File: src/rtl/vga_fb_arbiter_if.sv
// vga_fb_arbiter_if
// Bundles the three buses the framebuffer arbiter sits between:
//   - scanout prefetch: vga_req, vga_urgent, vga_addr in; vga_grant,
//     vga_valid, vga_data out
//   - cpu device bus: cpu_req, cpu_we, cpu_addr, cpu_wdata in; cpu_ack,
//     cpu_rdata out
//   - single-port RAM: mem_en, mem_we, mem_addr, mem_wdata out; mem_rdata in
// slave modport is the arbiter's view; master is the view of whatever
// drives the requests and hosts the RAM.
interface vga_fb_arbiter_if #(
  parameter int ADDR_WIDTH = 16,
  parameter int DATA_WIDTH = 16
);
  logic                  vga_req;
  logic                  vga_urgent;
  logic [ADDR_WIDTH-1:0] vga_addr;
  logic                  vga_grant;
  logic                  vga_valid;
  logic [DATA_WIDTH-1:0] vga_data;

  logic                  cpu_req;
  logic                  cpu_we;
  logic [ADDR_WIDTH-1:0] cpu_addr;
  logic [DATA_WIDTH-1:0] cpu_wdata;
  logic                  cpu_ack;
  logic [DATA_WIDTH-1:0] cpu_rdata;

  logic                  mem_en;
  logic                  mem_we;
  logic [ADDR_WIDTH-1:0] mem_addr;
  logic [DATA_WIDTH-1:0] mem_wdata;
  logic [DATA_WIDTH-1:0] mem_rdata;

  modport slave (
    input  vga_req, vga_urgent, vga_addr,
    input  cpu_req, cpu_we, cpu_addr, cpu_wdata,
    input  mem_rdata,
    output vga_grant, vga_valid, vga_data,
    output cpu_ack, cpu_rdata,
    output mem_en, mem_we, mem_addr, mem_wdata
  );

  modport master (
    output vga_req, vga_urgent, vga_addr,
    output cpu_req, cpu_we, cpu_addr, cpu_wdata,
    output mem_rdata,
    input  vga_grant, vga_valid, vga_data,
    input  cpu_ack, cpu_rdata,
    input  mem_en, mem_we, mem_addr, mem_wdata
  );
endinterface

File: src/rtl/vga_fb_arbiter.sv
// vga_fb_arbiter
// Shares one single-port synchronous framebuffer RAM between VGA scanout
// prefetch and CPU loads/stores. Scanout normally wins, a bounded wait
// counter forces a CPU slot after CPU_MAX_WAIT VGA grants, and an urgent
// scanout request beats everything. Grant to response is 3 cycles, one
// access per cycle.
// Ports:
//   clk   - system clock
//   reset - synchronous, active-low
//   bus   - vga_fb_arbiter_if.slave (scanout, cpu and RAM signals)
module vga_fb_arbiter #(
  parameter int ADDR_WIDTH   = 16,
  parameter int DATA_WIDTH   = 16,
  parameter int CPU_MAX_WAIT = 4
) (
  input  logic                  clk,
  input  logic                  reset,
  vga_fb_arbiter_if.slave       bus
);

  typedef enum logic [1:0] {
    OWNER_NONE = 2'd0,
    OWNER_VGA  = 2'd1,
    OWNER_CPU  = 2'd2
  } owner_e;

  localparam logic [3:0] MAX_WAIT = 4'(CPU_MAX_WAIT);

  owner_e                grantOwner;
  logic                  cpuAvail;
  logic                  cpuForce;

  logic [3:0]            waitCnt_q, waitCnt_d;
  logic                  cpuBusy_q, cpuBusy_d;

  owner_e                tag1_q, tag2_q;
  logic                  cpuWrite2_q;

  logic                  memEn_q, memWe_q;
  logic [ADDR_WIDTH-1:0] memAddr_q;
  logic [DATA_WIDTH-1:0] memWdata_q;

  logic                  vgaValid_q, cpuAck_q;
  logic [DATA_WIDTH-1:0] vgaData_q, cpuRdata_q;

  // cpu_req stays high until its ack, so busy masks it while in flight.
  assign cpuAvail = bus.cpu_req & ~cpuBusy_q;
  assign cpuForce = cpuAvail & (waitCnt_q == MAX_WAIT);

  always_comb begin
    grantOwner = OWNER_NONE;
    if (reset) begin
      if (bus.vga_urgent && bus.vga_req) grantOwner = OWNER_VGA;
      else if (cpuForce)                 grantOwner = OWNER_CPU;
      else if (bus.vga_req)              grantOwner = OWNER_VGA;
      else if (cpuAvail)                 grantOwner = OWNER_CPU;
    end
  end

  always_comb begin
    waitCnt_d = waitCnt_q;
    cpuBusy_d = cpuBusy_q;
    if (grantOwner == OWNER_CPU || !bus.cpu_req) begin
      waitCnt_d = 4'd0;
    end else if (grantOwner == OWNER_VGA && cpuAvail && waitCnt_q != MAX_WAIT) begin
      waitCnt_d = waitCnt_q + 4'd1;
    end
    // Busy is still set during the ack cycle so the held request cannot be
    // granted a second time before the master has dropped it.
    if (cpuAck_q)                  cpuBusy_d = 1'b0;
    if (grantOwner == OWNER_CPU)   cpuBusy_d = 1'b1;
  end

  always_ff @(posedge clk) begin
    if (!reset) begin
      waitCnt_q   <= 4'd0;
      cpuBusy_q   <= 1'b0;
      tag1_q      <= OWNER_NONE;
      tag2_q      <= OWNER_NONE;
      cpuWrite2_q <= 1'b0;
      memEn_q     <= 1'b0;
      memWe_q     <= 1'b0;
      memAddr_q   <= '0;
      memWdata_q  <= '0;
      vgaValid_q  <= 1'b0;
      vgaData_q   <= '0;
      cpuAck_q    <= 1'b0;
      cpuRdata_q  <= '0;
    end else begin
      waitCnt_q   <= waitCnt_d;
      cpuBusy_q   <= cpuBusy_d;

      memEn_q     <= (grantOwner != OWNER_NONE);
      memWe_q     <= (grantOwner == OWNER_CPU) && bus.cpu_we;
      if (grantOwner == OWNER_VGA)      memAddr_q <= bus.vga_addr;
      else if (grantOwner == OWNER_CPU) memAddr_q <= bus.cpu_addr;
      if (grantOwner == OWNER_CPU)      memWdata_q <= bus.cpu_wdata;

      // Owner tags follow each access so mem_rdata is steered correctly.
      tag1_q      <= grantOwner;
      tag2_q      <= tag1_q;
      cpuWrite2_q <= memWe_q;

      vgaValid_q  <= (tag2_q == OWNER_VGA);
      if (tag2_q == OWNER_VGA) vgaData_q <= bus.mem_rdata;
      cpuAck_q    <= (tag2_q == OWNER_CPU);
      if (tag2_q == OWNER_CPU && !cpuWrite2_q) cpuRdata_q <= bus.mem_rdata;
    end
  end

  assign bus.vga_grant = (grantOwner == OWNER_VGA);
  assign bus.vga_valid = vgaValid_q;
  assign bus.vga_data  = vgaData_q;
  assign bus.cpu_ack   = cpuAck_q;
  assign bus.cpu_rdata = cpuRdata_q;
  assign bus.mem_en    = memEn_q;
  assign bus.mem_we    = memWe_q;
  assign bus.mem_addr  = memAddr_q;
  assign bus.mem_wdata = memWdata_q;

endmodule

File: src/flat_wrapper.sv
// flat-port wrapper written by rule: the top's interface ports become plain ports
module vga_fb_arbiter_flat 
#(
  parameter int ADDR_WIDTH   = 16,
  parameter int DATA_WIDTH   = 16,
  parameter int CPU_MAX_WAIT = 4
)
  (clk, reset, bus_vga_req, bus_vga_urgent, bus_vga_addr, bus_cpu_req, bus_cpu_we, bus_cpu_addr, bus_cpu_wdata, bus_mem_rdata, bus_vga_grant, bus_vga_valid, bus_vga_data, bus_cpu_ack, bus_cpu_rdata, bus_mem_en, bus_mem_we, bus_mem_addr, bus_mem_wdata);
  vga_fb_arbiter_if #(.ADDR_WIDTH(ADDR_WIDTH), .DATA_WIDTH(DATA_WIDTH)) bus_i ();
  input  logic clk;
  input  logic reset;
  input wire logic [$bits(bus_i.vga_req)-1:0] bus_vga_req;
  input wire logic [$bits(bus_i.vga_urgent)-1:0] bus_vga_urgent;
  input wire logic [$bits(bus_i.vga_addr)-1:0] bus_vga_addr;
  input wire logic [$bits(bus_i.cpu_req)-1:0] bus_cpu_req;
  input wire logic [$bits(bus_i.cpu_we)-1:0] bus_cpu_we;
  input wire logic [$bits(bus_i.cpu_addr)-1:0] bus_cpu_addr;
  input wire logic [$bits(bus_i.cpu_wdata)-1:0] bus_cpu_wdata;
  input wire logic [$bits(bus_i.mem_rdata)-1:0] bus_mem_rdata;
  output wire logic [$bits(bus_i.vga_grant)-1:0] bus_vga_grant;
  output wire logic [$bits(bus_i.vga_valid)-1:0] bus_vga_valid;
  output wire logic [$bits(bus_i.vga_data)-1:0] bus_vga_data;
  output wire logic [$bits(bus_i.cpu_ack)-1:0] bus_cpu_ack;
  output wire logic [$bits(bus_i.cpu_rdata)-1:0] bus_cpu_rdata;
  output wire logic [$bits(bus_i.mem_en)-1:0] bus_mem_en;
  output wire logic [$bits(bus_i.mem_we)-1:0] bus_mem_we;
  output wire logic [$bits(bus_i.mem_addr)-1:0] bus_mem_addr;
  output wire logic [$bits(bus_i.mem_wdata)-1:0] bus_mem_wdata;
  assign bus_i.vga_req = bus_vga_req;
  assign bus_i.vga_urgent = bus_vga_urgent;
  assign bus_i.vga_addr = bus_vga_addr;
  assign bus_i.cpu_req = bus_cpu_req;
  assign bus_i.cpu_we = bus_cpu_we;
  assign bus_i.cpu_addr = bus_cpu_addr;
  assign bus_i.cpu_wdata = bus_cpu_wdata;
  assign bus_i.mem_rdata = bus_mem_rdata;
  assign bus_vga_grant = bus_i.vga_grant;
  assign bus_vga_valid = bus_i.vga_valid;
  assign bus_vga_data = bus_i.vga_data;
  assign bus_cpu_ack = bus_i.cpu_ack;
  assign bus_cpu_rdata = bus_i.cpu_rdata;
  assign bus_mem_en = bus_i.mem_en;
  assign bus_mem_we = bus_i.mem_we;
  assign bus_mem_addr = bus_i.mem_addr;
  assign bus_mem_wdata = bus_i.mem_wdata;
  vga_fb_arbiter #(.ADDR_WIDTH(ADDR_WIDTH), .DATA_WIDTH(DATA_WIDTH), .CPU_MAX_WAIT(CPU_MAX_WAIT)) u_core (.clk(clk), .reset(reset), .bus(bus_i));
endmodule
File: config.mk
export PLATFORM = sky130hd
export DESIGN_NAME = vga_fb_arbiter_flat
export DESIGN_NICKNAME = d
export VERILOG_FILES = /design/src/rtl/vga_fb_arbiter_if.sv /design/src/rtl/vga_fb_arbiter.sv /design/src/flat_wrapper.sv
export SDC_FILE = /design/constraint.sdc
export NUM_CORES = 1
export LEC_CHECK = 0
export ABC_AREA = 1
export CAP_MARGIN = 30
export CORE_MARGIN = 4
export CORE_UTILIZATION = 55
export DETAILED_ROUTE_END_ITERATION = 8
export DONT_BUFFER_PORTS = 1
export PLACE_DENSITY = 0.7
export SLEW_MARGIN = 0
export SYNTH_ARGS = -nofsm -noshare
export SYNTH_HDL_FRONTEND = slang
export SYNTH_SLANG_ARGS = --single-unit
export TNS_END_PERCENT = 30
File: constraint.sdc
create_clock -name clk -period 2.1 [get_ports clk]
set_input_delay 0.21 -clock clk [delete_from_list [all_inputs] [get_ports clk]]
set_output_delay 0.21 -clock clk [all_outputs]
set_load 0.02 [all_outputs]
==> impl_metrics.csv <==
group,metric,value,unit
flow_run,drv_cap,0,
place,place_worst_setup_slack,0.0620,ns
critical_path,cp.arrival,1.78,ns
die,rows,26,
clocking,clock_path_buffers,2,
clocking,cts.sinks,78,
finish,layout-area-overhead-vs-synth,14.9,%
detailed_routing,ant_nets,0,
clocking,cts_buffers,9,
clocking,cts_tree,"done",
critical_path,critPathBufInv,4,
die,io_pins,139,
sta,setup_slack,0.115,ns
finish,layout_commonest_cell,"nor2_1",
sta,fin_crit_sh,94.5,%
critical_path,cp_top_family,"buffers and inverters",
grt,grt_pass1_wl,9.85,mm
grt,grt.met3_usage,5.97,%
sta,holdWs,0.0104,ns
synth,synth_top_area_share,50.9,%
finish,fin_util,66.8,%
sta,maxSlewHeadroom,52.2,%
detailed_routing,drc,0,
detailed_routing,via_per_inst,5.13,
grt,grt_max_degree,51,
grt,grt_usage,18.8,%
synth,ys_ff_latch,78,
detailed_routing,vias,2460,
die,start_util,58.2,%
synth,syn_area,0.00307,mm2
critical_path,cp-start-kind,"register",
die,core,0.00527,mm2
grt,grtUsageMet1,21.3,%
synth,syn_avg_cell_area,7.78,um2
detailed_routing,drtIter0Drc,89,
clocking,h-tree-depth,3,
die,dieHeight,82.7,um
critical_path,path_cells,"inv_2 > ha_4 > nand3_2 > nor2_1 > nand2_1 > nand3_2 > inv_2 > ha_4 > buf_6 > buf_4",
finish,fin_nets,481,
sta,fmax,504,MHz
sta,final-setup-viol-count,0,
worst_hold_path,hold_class,"in -> reg",
synth,synth_seq_area_share,50.9,%
power_and_ir_drop,p_leak,1.58,nW
power_and_ir_drop,total_power,3.12,mW
sta,period_minus_slack,1.99,ns
grt,use_met2,30.9,%
sta,hold_viol,0,
power_and_ir_drop,powerDensity,885,mW/mm2
critical_path,worst_path_max_delay_cell,"dfxtp_4",
grt,antenna_found_initial,0,
finish,finalInstanceArea,0.00352,mm2
synth,synth_top_area_cell,"dfxtp_1",
finish,final_cell_count_no_fill,480,
synth,synth.distinct_cells,22,
critical_path,worstPathMaxFanout,7,
critical_path,critPathKind,"reg -> out",
grt,grt_pass1_vias,2120,
finish,layout_common_cells,"nor2_1 (79), dfxtp_1 (76), nand2_1 (49)",
status,outcome,"finished clean",
grt,busiest_layer,"met2",
detailed_routing,routed_wl,6.86,mm
sta,maxSlewViolCount,0,
place,dpl_cell_area,0.00307,mm2
sta,clock_skew,0.0121,ns
detailed_routing,firstDrtPassIters,4,
place,dpl.hpwl,4.48,mm
synth,syn-num-nets,470,
die,die_area,0.00683,mm2
synth,synthTopCellsByArea,"dfxtp_1 (51%), nor2_1 (9.7%), o21ai_0 (7.7%), nand2_1 (6.1%), inv_1 (5.8%)",
synth,syn_inst,394,
clocking,path_clk_slew,0.08,ns
clocking,cts_root_buffer,"clkbuf_8",
place,dp_cells,448,
place,place_congestion,0.808,
synth,yosysWarningCount,0,
detailed_routing,routedWlPerCell,14.3,um
grt,grt_overflow_total,0,
die,die_width,82.7,um
critical_path,critPathMaxStageDelay,0.36,ns
critical_path,crit_required,1.89,ns
sta,fin_tns_setup,0,ns
finish,num_antenna_cells,0,
critical_path,cp-end-kind,"output port",
finish,drive_gt1_share,11.0,%
clocking,clk_latency,0.34,ns
place,portBuffers,0,
power_and_ir_drop,ir_worst_vdd,0.434,mV
sta,tightest_slew,0.714,ns
==> synthesized netlist by cell type <==
cell       n
nor2_4     1
nand3b_2   1
nor2_2     1
buf_4      5
buf_2      8
buf_6      4
o21ai_1    3
o211ai_1  16
nand3_1   19
dfxtp_1   78
nor2_1    79
nand2_1   50
ha_1       6
xor2_1     1
o21ai_0   47
clkbuf_1   4
nand3_2    1
nand4_1    2
inv_2      1
inv_4      2
a21oi_1   18
inv_1     47
==> power by group <==
group / leakage (nW) / switching [mW] / internal (mW) / total [mW]
combinational: 0.831 / 0.127 / 0.105 / 0.232
sequential: 0.638 / 0.131 / 1.55 / 1.68
clock: 0.108 / 0.530 / 0.675 / 1.20
==> state kept, by name, indices dropped and copies added (netlist names), 2 cells and up <==
name / count
u_core.bus.cpu_rdata: 16
u_core.tag1_q: 2
u_core.bus.mem_addr: 16
u_core.bus.vga_data: 16
u_core.bus.mem_wdata: 16
u_core.waitCnt_q: 4
u_core.tag2_q: 2
==> worst register-to-register path: stages (launching register included) <==
cell and delay [ns]:
dfxtp_4 0.36, inv_2 0.07, ha_4 0.13, nand3_2 0.08, nand2_2 0.09, nand4_1 0.17
buf_4 0.22, inv_1 0.11, ha_4 0.19, clkinvlp_4 0.17, nor2_1 0.14, nor2_1 0.06
==> final timing paths <==
| kind | end | slack (ns) | start | cells after the start |
|---|---|---|---|---|
| max reg2reg | u_core.bus.mem_wdata[15]$_SDFFE_PN0N_ | 0.19 | u_core.waitCnt_q[1]$_SDFFE_PP0P_ | 11 |
| min | u_core.bus.mem_wdata[6]$_SDFFE_PN0N_ | 0.01 | bus_cpu_wdata[6] | 2 |
| max | bus_vga_grant | 0.11 | u_core.waitCnt_q[1]$_SDFFE_PP0P_ | 10 |
| min reg2reg | u_core.tag2_q[1]$_SDFF_PN0_ | 0.41 | u_core.tag1_q[1]$_SDFF_PN0_ | 2 |
==> layout make-up <==
class	instances	area, um2
Clock buffer	11	131
Clock inverter	5	82.6
Fill cell	443	1750
Inverter	50	196
Multi-Input combinational cell	245	1240
Sequential cell	78	1570
Tap cell	70	87.6
Timing Repair Buffer	20	213
Timing Repair inverter	1	7.51
==> kinds of logic after synthesis <==
group	after synthesis	share of synthesized area, %
adder cells (fa/ha/maj)	6	2.45
AO/OA/AOI/OAI	84	15.0
flip-flops	78	50.9
buffers and inverters	71	10.8
XOR/XNOR	1	0.286
AND/OR/NAND/NOR	154	20.6
==> routing by layer <==
metal / routed length (um) / share of wire (%)
met4: 129 / 1.9
met5: 0 / 0
met1: 2780 / 41
met2: 3300 / 48
met3: 649 / 9.5
==> timing repair <==
item                                    CTS  global route
endpoints found under the setup margin    1            33
hold buffers                              8             2
gates cloned                              0             2
resized for setup                         6            15
endpoints found under the hold margin    24             3
pin swaps                                 2             5
buffers inserted                          2             2
Note: power is estimated with default switching activity, not from simulation.
